File: src/rtl/fust_scoreboard.sv
// Per-FU status rows plus a register result-status table for the scalar/matrix dispatch path.
// Dispatch is gated on structural and WAW hazards, operand read on RAW, and writeback on WAR.
module fust_scoreboard #(
    parameter  int NUM_FU   = 4,
    parameter  int NUM_REG  = 32,
    parameter  int ZERO_REG = 1,
    localparam int FU_W     = (NUM_FU > 1) ? $clog2(NUM_FU) : 1,
    localparam int REG_W    = $clog2(NUM_REG)
) (
    input  logic              CLK,
    input  logic              RST,
    input  logic              flush,
    input  logic              disp_valid,
    input  logic [FU_W-1:0]   disp_fu,
    input  logic              disp_wen,
    input  logic [REG_W-1:0]  disp_rd,
    input  logic [REG_W-1:0]  disp_rs1,
    input  logic [REG_W-1:0]  disp_rs2,
    output logic              disp_ready,
    output logic [NUM_FU-1:0] rdop_ready,
    input  logic [NUM_FU-1:0] rdop_ack,
    input  logic [NUM_FU-1:0] wb_req,
    output logic [NUM_FU-1:0] wb_grant,
    output logic [NUM_FU-1:0] busy
);

    logic [NUM_FU-1:0] rd_done;
    logic [NUM_FU-1:0] wen;
    logic [NUM_FU-1:0] rj;
    logic [NUM_FU-1:0] rk;
    logic [NUM_FU-1:0] t1v;
    logic [NUM_FU-1:0] t2v;
    logic [REG_W-1:0]  r    [NUM_FU];
    logic [REG_W-1:0]  r1   [NUM_FU];
    logic [REG_W-1:0]  r2   [NUM_FU];
    logic [FU_W-1:0]   t1   [NUM_FU];
    logic [FU_W-1:0]   t2   [NUM_FU];

    logic [NUM_REG-1:0] rstat_v;
    logic [FU_W-1:0]    rstat_fu [NUM_REG];

    logic              hold;
    logic [NUM_FU-1:0] rd_fire;
    logic [NUM_FU-1:0] war;
    logic [NUM_FU-1:0] elig;
    logic              gnt_any;
    logic [FU_W-1:0]   gnt_idx;

    logic fu_ok;
    logic fu_busy;
    logic wen_eff;
    logic disp_fire;
    logic src1_pend;
    logic src2_pend;

    assign hold = flush || RST;

    // Operand readiness, WAR-filtered writeback eligibility and the fixed-priority grant
    always_comb begin
        rdop_ready = '0;
        war        = '0;
        elig       = '0;
        gnt_any    = 1'b0;
        gnt_idx    = '0;
        wb_grant   = '0;
        for (int f = 0; f < NUM_FU; f++) begin
            rdop_ready[f] = busy[f] && rj[f] && rk[f] && !rd_done[f] && !hold;
            for (int g = 0; g < NUM_FU; g++) begin
                if (g != f && busy[g] && !rd_done[g] && wen[f] &&
                    ((r1[g] == r[f] && rj[g]) || (r2[g] == r[f] && rk[g])))
                    war[f] = 1'b1;
            end
            elig[f] = wb_req[f] && busy[f] && rd_done[f] && !war[f] && !hold;
        end
        for (int f = NUM_FU - 1; f >= 0; f--) begin
            if (elig[f]) begin
                gnt_any = 1'b1;
                gnt_idx = FU_W'(f);
            end
        end
        for (int f = 0; f < NUM_FU; f++)
            wb_grant[f] = gnt_any && (gnt_idx == FU_W'(f));
    end

    assign rd_fire = rdop_ready & rdop_ack;

    // A source whose producer is being granted this cycle is treated as already available
    always_comb begin
        fu_ok   = 1'b0;
        fu_busy = 1'b0;
        for (int f = 0; f < NUM_FU; f++) begin
            if (disp_fu == FU_W'(f)) begin
                fu_ok   = 1'b1;
                fu_busy = busy[f];
            end
        end
        wen_eff    = disp_wen && !((ZERO_REG != 0) && (disp_rd == '0));
        disp_ready = fu_ok && !fu_busy && !(wen_eff && rstat_v[disp_rd]) && !hold;
        disp_fire  = disp_valid && disp_ready;
        src1_pend  = rstat_v[disp_rs1] && !((ZERO_REG != 0) && (disp_rs1 == '0)) &&
                     !(gnt_any && rstat_fu[disp_rs1] == gnt_idx);
        src2_pend  = rstat_v[disp_rs2] && !((ZERO_REG != 0) && (disp_rs2 == '0)) &&
                     !(gnt_any && rstat_fu[disp_rs2] == gnt_idx);
    end

    always_ff @(posedge CLK) begin
        if (hold) begin
            busy    <= '0;
            rd_done <= '0;
            wen     <= '0;
            rj      <= '0;
            rk      <= '0;
            t1v     <= '0;
            t2v     <= '0;
            rstat_v <= '0;
            for (int f = 0; f < NUM_FU; f++) begin
                r[f]  <= '0;
                r1[f] <= '0;
                r2[f] <= '0;
                t1[f] <= '0;
                t2[f] <= '0;
            end
            for (int i = 0; i < NUM_REG; i++)
                rstat_fu[i] <= '0;
        end else begin
            for (int f = 0; f < NUM_FU; f++) begin
                if (rd_fire[f]) begin
                    rd_done[f] <= 1'b1;
                    rj[f]      <= 1'b0;
                    rk[f]      <= 1'b0;
                end
            end
            if (gnt_any) begin
                busy[gnt_idx] <= 1'b0;
                if (wen[gnt_idx] && rstat_fu[r[gnt_idx]] == gnt_idx)
                    rstat_v[r[gnt_idx]] <= 1'b0;
                for (int g = 0; g < NUM_FU; g++) begin
                    if (t1v[g] && t1[g] == gnt_idx) begin
                        rj[g]  <= 1'b1;
                        t1v[g] <= 1'b0;
                    end
                    if (t2v[g] && t2[g] == gnt_idx) begin
                        rk[g]  <= 1'b1;
                        t2v[g] <= 1'b0;
                    end
                end
            end
            // The dispatched row is never busy, so it cannot collide with the ack/grant updates
            if (disp_fire) begin
                busy[disp_fu]    <= 1'b1;
                rd_done[disp_fu] <= 1'b0;
                wen[disp_fu]     <= wen_eff;
                r[disp_fu]       <= disp_rd;
                r1[disp_fu]      <= disp_rs1;
                r2[disp_fu]      <= disp_rs2;
                t1[disp_fu]      <= rstat_fu[disp_rs1];
                t2[disp_fu]      <= rstat_fu[disp_rs2];
                t1v[disp_fu]     <= src1_pend;
                t2v[disp_fu]     <= src2_pend;
                rj[disp_fu]      <= !src1_pend;
                rk[disp_fu]      <= !src2_pend;
                if (wen_eff) begin
                    rstat_v[disp_rd]  <= 1'b1;
                    rstat_fu[disp_rd] <= disp_fu;
                end
            end
        end
    end

endmodule
File: config.mk
export PLATFORM = sky130hd
export DESIGN_NAME = fust_scoreboard
export DESIGN_NICKNAME = d
export VERILOG_FILES = /design/src/rtl/fust_scoreboard.sv
export SDC_FILE = /design/constraint.sdc
export NUM_CORES = 1
export LEC_CHECK = 0
export ABC_AREA = 1
export BUFFER_PORTS_ARGS = -buffer_cell sky130_fd_sc_hd__buf_2
export CORE_ASPECT_RATIO = 0.6
export CORE_UTILIZATION = 40
export DETAILED_ROUTE_END_ITERATION = 8
export HOLD_SLACK_MARGIN = 0.08
export PLACE_DENSITY = 0.61
export RECOVER_POWER = 25
export SYNTH_ARGS = -nofsm -noshare
export SYNTH_HDL_FRONTEND = slang
export SYNTH_SLANG_ARGS = --single-unit
File: constraint.sdc
create_clock -name CLK -period 4.91 [get_ports CLK]
set_input_delay 1.473 -clock CLK [delete_from_list [all_inputs] [get_ports CLK]]
set_output_delay 1.473 -clock CLK [all_outputs]
set_load 0.02 [all_outputs]
==> results of run 1 <==
==> repair_timing <==
item / CTS / global route
endpoints found under the setup margin: 0 / 1
hold buffers: 0 / 0
resized for setup: 0 / 4
==> cells in the mapped netlist (2+ instances only) <==
library cell | instances | area share (%)
a21oi_2 | 3 | 0.20
dfxtp_1 | 60 | 8.9
nor2_4 | 3 | 0.25
o21ai_0 | 146 | 5.4
xor2_1 | 2 | 0.13
nor2_8 | 2 | 0.30
a211oi_1 | 7 | 0.39
nor2_1 | 331 | 9.2
a31oi_1 | 2 | 0.093
nand2_1 | 581 | 16
dlygate4sd1_1 | 3 | 0.20
o311ai_0 | 5 | 0.33
a21oi_1 | 137 | 5.1
a32o_1 | 2 | 0.15
edfxtp_1 | 140 | 31
clkinv_1 | 2 | 0.056
clkbuf_1 | 52 | 1.5
o21ai_1 | 37 | 1.4
or2_2 | 7 | 0.33
nand2_4 | 4 | 0.33
o211ai_1 | 13 | 0.73
buf_6 | 9 | 0.75
nand4_1 | 7 | 0.33
a221oi_1 | 3 | 0.20
a311oi_1 | 3 | 0.20
nand2_2 | 15 | 0.70
buf_1 | 4 | 0.11
inv_2 | 25 | 0.70
nor2_2 | 5 | 0.23
nor3_1 | 20 | 0.74
buf_4 | 6 | 0.33
nand3b_1 | 9 | 0.50
o2111ai_1 | 5 | 0.33
o22ai_1 | 3 | 0.14
nand3_1 | 110 | 4.1
inv_1 | 186 | 5.2
nand3_2 | 20 | 1.5
buf_2 | 12 | 0.45
==> state kept, by name, indices dropped and copies added, names as in the netlist, 8 cells and up <==
| register | flops |
|---|---|
| r1 | 20 |
| r2 | 20 |
| t1 | 8 |
| rstat_v | 32 |
| rstat_fu | 64 |
| r | 20 |
| t2 | 8 |
==> metal layers <==
layer  track usage (%)  vias to the layer above  routed length [microns]
met5              1.44                        -                       63
met4              6.48                        2                      780
met3              17.3                       63                    10900
met2              40.2                     1063                    20500
met1              51.8                     6772                    26000
li1                  -                     6668                        -
==> how the worst min path moves through the flow <==
| stage | start | endpoint |
|---|---|---|
| after global routing | rstat_v[9] | rstat_v[9] |
| after global placement | rstat_v[5] | rstat_v[5] |
| final | rstat_v[21] | rstat_v[21] |
| after CTS | rstat_v[21] | rstat_v[21] |
| after detailed placement | rstat_v[30] | rstat_v[30] |
| after floorplan | rstat_v[10] | rstat_v[10] |
==> power groups by stage <==
stage / logic (mW) / clock network, mW / registers (mW)
finish: 0.638 / 1.53 / 1.94
global route: 0.682 / 1.60 / 1.94
CTS: 0.610 / 1.53 / 1.93
detailed placement: 0.607 / 0 / 1.97
global placement: 0.607 / 0 / 1.97
floorplan: 0.390 / 0 / 1.93
==> placed cells by master (no fill, tap or decap), types with 5 or more instances in the layout <==
cell type	n
o211ai_1	13
buf_12	8
buf_4	98
nand4_1	7
inv_2	25
buf_2	37
clkbuf_16	17
nand2_2	15
dfxtp_1	60
inv_1	186
nand3b_1	9
o21ai_0	145
nand3_2	20
clkbuf_1	11
a21oi_1	137
nor3_1	20
a211oi_1	7
nor2_1	330
or2_2	7
nand2_1	581
nand3_1	110
o21ai_1	38
clkinv_8	5
edfxtp_1	140
nor2_2	5
o311ai_0	5
o2111ai_1	5
==> area by class of cell <==
cell class              count  area share, %
clock buffers              17           2.78
clock inverters            15           1.31
inverters                 213           5.22
multi-input cells        1496           44.4
flip-flops and latches    200           35.3
well taps                 450           3.67
repair buffers            155           7.35
==> through the flow <==
stage / setup WS, ns / instance area, sq um / std cells
floorplan: 0.481 / 13400 / 1996
global placement: 0.130 / 14700 / 2514
detailed placement: 0.111 / 14700 / 2514
CTS: 0.102 / 15300 / 2546
global route: 0.00838 / 15300 / 2546
finish: 0.159 / 15300 / 2546
==> worst register-to-register path, delay by kind of cell (launching register included) <==
family / cells / cell delay (ns)
DFF: 1 / 0.73
and+or+nand+nor: 22 / 2.65
buffers and inverters: 3 / 0.73
AOI/OAI and AO/OA: 2 / 0.17
==> cell families after synthesis <==
kind of cell,Yosys count
xor+xnor,3
buf+inv,300
other cells,1
flops,200
simple gates,1117
compound gates,374
==> results.yml, run 1 <==
outcome:
  outcome: "completed"
die:
  initial_core_util_pct: 41.1
  dieArea_sq_mm: 0.0344
  row_count: 51
  die_w_microns: 239
  core_sq_mm: 0.0327
  io_pins: 43
  die_h_microns: 144
power:
  p_clk_share_pct: 37.3
  power_density_mw_per_mm2: 268
  p_leak_nw: 6.27
  combPwrFrac_pct: 15.5
  p_sw_share_pct: 32.3
  power_switching_mw: 1.33
  p_total_mw: 4.11
  ir_drop_v: 0.000260
  pwr-share-seq_pct: 47.2
  internal-power_mw: 2.78
synthesis:
  synthesis.area_sq_mm: 0.0134
  synth_edf_count: 140
  synth_simple_gate_area_share_pct: 35.0
  synth_warnings: 0
  yosys_most_used_dff: "edfxtp_1"
  synth_top_family_by_area: "simple AND/OR/NAND/NOR gates"
  synth_cell_types: 52
  synth-xor-area-share_pct: 0.195
  synth_cells: 1995
  synthMuxAreaShare_pct: 0
  syn_area_per_cell_sq_um: 6.74
  synth-compound-area-share_pct: 15.2
  synth_async_sr_flop_share_pct: 0
  yosysSeqAreaShare_pct: 40.2
  synth_seq_cells: 200
  synth_adder_area_share_pct: 0
setup_path:
  startpoint: "disp_rd[0]"
  arrival_ns: 3.28
  critPathMaxFanout: 9
  worstSetupPathType: "in2out"
  path_cells: "buf_2, inv_1, nor2_1, inv_2, o21ai_0, o21ai_0, nand2_1, nor2_1, a31oi_1, buf_4, a2111oi_4, buf_4"
  reg2reg_setup_slack_ns: 0.52
  cp-endpoint: "disp_ready"
  reg2reg_depth: 27
  cp_slowest_stage_delay_ns: 0.28
  cp_top_family: "compound AO/OA/AOI/OAI gates"
  crit_path_end_kind: "primary output"
  critPathSlowestCell: "a2111oi_4"
  start_kind: "primary input"
  critPathBufInv: 5
  required_ns: 3.44
  r2r-end: "rstat_v[9]"
  cp.depth: 12
  r2r-start: "r[0][1]"
placement:
  globalplace.congestion: 1.03
  dp_hpwl_mm: 43.8
  io_buffer_count: 42
timing:
  slew_headroom_pct: 9.92
  fmax_ghz: 0.210
  finalHoldViolCount: 0
  fin_worst_skew_ns: 0.0157
  worst_pin_slew_ns: 1.35
  maxSlewViolCount: 0
  rsz0062_at_grt: "no"
  fin_crit_sh_pct: 96.8
  fin_crit_ns: 4.75
  setup_viol: 0
  whs_ns: 0.471
  finalSetupTns_ns: 0
drt:
  drc: 0
  avgRoutedWirePerCell_microns: 22.9
  firstDrtPassIters: 7
  wl_mm: 58.2
  ant_nets: 0
  avgViaCountPerCell: 5.72
  drt_iter0_drc: 2380
  vias: 14600
layout:
  ff_latch_area_sq_mm: 0.00541
  area_delta_synth_final_pct: 14.0
  fin_nets: 2113
  drive_gt1_share_pct: 12.6
  multi_input_area_sq_mm: 0.00681
  num_antenna_cells: 0
  nFillCells: 3328
  fin_util_pct: 46.8
global_route:
  grt_pass1_vias: 12400
  grt_max_degree: 52
  overflow: 0
  grt_use_total_pct: 33.8
  antenna_found_initial: 0
  grt_first_pass_wirelength_mm: 83.1
clocking:
  cts_htree_levels: 4
  clockRootBuffer: "clkbuf_16"
  post_cts_buffers: 0
  clk_latency_ns: 0.48
  cts_max_path_buffers: 2
  cts_tree: "yes"
  cts_made_buffers: 17
  clk_pin_slew_worst_paths_ns: 0.08
  clkSinkCount: 200
job:
  cap_violations: 0
worst_hold_path:
  hold_class: "reg2reg"
  hold_depth: 2
Note: power is estimated with default switching activity, not from simulation.
==> inputs of run 2 (changes only) <==
--- a/config.mk
+++ b/config.mk
@@ -5,9 +5,10 @@
 export SDC_FILE = /design/constraint.sdc
 export NUM_CORES = 1
 export LEC_CHECK = 0
-export ABC_AREA = 1
 export BUFFER_PORTS_ARGS = -buffer_cell sky130_fd_sc_hd__buf_2
+export CAP_MARGIN = 20
 export CORE_ASPECT_RATIO = 0.6
+export CORE_MARGIN = 1
 export CORE_UTILIZATION = 40
 export DETAILED_ROUTE_END_ITERATION = 8
 export HOLD_SLACK_MARGIN = 0.08
==> results.yml, run 2 <==
die:
  dieArea_sq_mm: 0.0321
  die_h_microns: 139
  row_count: 49
  die_w_microns: 231
  initial_core_util_pct: 41.2
  io_pins: 43
  core_sq_mm: 0.0304
worst_hold_path:
  hold_class: "reg2reg"
  hold_depth: 2
  worstHoldStart: "t1v[2]"
  hold_end: "t1v[2]"
layout:
  largest_register_ff_count: 64
  area_delta_synth_final_pct: 15.0
  ff_latch_area_sq_mm: 0.00541
  top_regs: "rstat_fu: 64 flops, rstat_v: 32 flops"
  largest-register: "rstat_fu"
  final_common_cell: "nand2_1"
  drive_gt1_share_pct: 22.1
  multi_input_area_sq_mm: 0.00663
  final_area_sq_mm: 0.0144
  fin_nets: 1335
  final_cell_mix: "nand2_1 (189), nor2_1 (166), edfxtp_1 (140)"
  nFillCells: 2880
synthesis:
  yosysSeqAreaShare_pct: 43.1
  yosysMostFrequentCell: "nand2_1"
  synth_warnings: 0
  syn_area_per_cell_sq_um: 10.2
  synth_seq_cells: 200
  synth.area.top_cells: "edfxtp_1 (34%), mux4_2 (12%), dfxtp_1 (9.6%)"
  netlist.area_leader.share_pct: 33.5
  synth_edf_count: 140
  yosysTopAreaCell: "edfxtp_1"
  synth_async_sr_flop_share_pct: 0
  synth_cell_types: 75
  synth_common_cells: "nand2_1 (192), nor2_1 (167), edfxtp_1 (140)"
  synth_cells: 1226
  synthesis.area_sq_mm: 0.0125
  yosys_most_used_dff: "edfxtp_1"
global_route:
  grt_pass1_vias: 10100
  antenna_found_initial: 1
  grt_first_pass_wirelength_mm: 66.8
  grt_use_total_pct: 28.9
  overflow: 0
  grt_max_degree: 54
setup_path:
  critPathMaxFanout: 32
  crit_path_end_kind: "register"
  startpoint: "RST"
  worstSetupPathType: "in2reg"
  critPathSlowestCell: "o41ai_4"
  arrival_ns: 5.18
  path_cells: "buf_2, nor2_4, nand4_1, nor4_4, nand2_2, a32oi_1, o32ai_2, nor2_4, buf_12, buf_4, mux2i_1, o22ai_1, o41ai_4, buf_4, xor2_2, buf_12, o31a_1, o21a_1"
  start_kind: "primary input"
  cp_slowest_stage_delay_ns: 0.42
  reg2reg_depth: 19
  required_ns: 5.28
  critPathBufInv: 5
  reg2reg_setup_slack_ns: 0.16
  cp_top_family: "compound AO/OA/AOI/OAI gates"
  r2r-end: "rstat_v[14]"
  r2r-start: "r[2][1]"
clocking:
  cts_max_path_buffers: 2
  clkSinkCount: 200
  clockRootBuffer: "clkbuf_16"
  cts_tree: "yes"
  cts_htree_levels: 4
  cts_hold_buf: 0
  clk_latency_ns: 0.48
  cts_made_buffers: 17
  clk_pin_slew_worst_paths_ns: 0.09
timing:
  fin_crit_ns: 4.81
  rsz0062_at_grt: "no"
  setup_viol: 0
  finalSetupTns_ns: 0
  whs_ns: 0.478
  worst_pin_slew_ns: 1.23
  fmax_ghz: 0.208
  finalHoldViolCount: 0
  slew_headroom_pct: 17.8
  fin_crit_sh_pct: 98.0
  fin_worst_skew_ns: 0.0185
  timing.final.ws_setup_ns: 0.0999
  maxSlewViolCount: 0
placement:
  dp_hpwl_mm: 34.6
  dp_slack_ns: -0.435
  globalplace.congestion: 1.02
  placed_area_sq_mm: 0.0138
  io_buffer_count: 42
power:
  power_density_mw_per_mm2: 286
  p_leak_nw: 4.92
  ir_drop_v: 0.000278
drt:
  ant_nets: 0
  vias: 10600
  avgViaCountPerCell: 6.12
  drc: 0
  wl_mm: 45.3
  drt_iter0_drc: 1429
  firstDrtPassIters: 5
  avgRoutedWirePerCell_microns: 26.3
job:
  cap_violations: 0
outcome:
  outcome: "completed"
## run 2: changes by cell type after synthesis, sizes merged, moves of 67 or more
cell / previous run / this run
o21ai: 183 / 14
mux4: 0 / 67
nand3: 131 / 34
a21oi: 140 / 60
inv: 211 / 25
xnor2: 1 / 104
nor2: 341 / 168
nand2: 600 / 192
## run 2: worst min-delay path: stages (launching register included)
cell	delay [ns]
dfxtp_1	0.32
nand3_1	0.06
a21oi_1	0.06
## run 2: how the worst max path moves through the flow
| stage | end | slack, ns | cells after the start |
|---|---|---|---|
| detailed placement | rstat_v[28] | -0.44 | 19 |
| floorplan | rstat_fu[17][0] | 0.01 | 11 |
| CTS | rstat_v[28] | 0.03 | 19 |
| global placement | rstat_v[10] | -0.39 | 19 |
| finish | rstat_v[14] | 0.1 | 18 |
| global route | rstat_v[23] | 0.007 | 19 |
## run 2: final cells by class
| cell class | count | area share [%] |
|---|---|---|
| diodes | 1 | 0.0174 |
| clock buffers | 19 | 3.30 |
| clock inverters | 13 | 1.13 |
| inverters | 25 | 0.651 |
| multi-input cells | 906 | 45.9 |
| flip-flops and latches | 200 | 37.5 |
| well taps | 408 | 3.54 |
| repair buffers | 155 | 7.94 |
## run 2: cells by family after synthesis
family | synth area share, %
and+or+nand+nor | 17.7
DFF | 43.1
AOI/OAI and AO/OA | 10.6
xor gates and xnor gates | 9.28
buffers and inverters | 4.66
muxes | 14.6
other | 0.0299
## run 2: where the power goes
group	switching (mW)	internal [mW]
logic	0.359	0.265
clock network	0.774	0.752
registers	0.107	1.87
total	1.24	2.89
## run 2: repair_timing
item,in CTS,in global routing
setup endpoints to repair,0,34
buffers inserted,0,0
gates resized for setup,0,9
## run 2: through the flow
step | power, mW | util, % | std cells
global route | 4.24 | 47.4 | 1727
CTS | 4.12 | 47.4 | 1727
floorplan | 2.36 | - | 1227
finish | 4.13 | 47.4 | 1727
detailed placement | 2.61 | 45.3 | 1695
global placement | 2.61 | 45.3 | 1695
## run 2: routing by layer
metal	global-route usage [%]	vias up	part of all wire, %
met4	5.47	2	1.2
met2	35.9	712	37
met1	44.3	5201	46
met3	13.4	55	16
li1	-	4603	-
met5	2.38	-	0.22
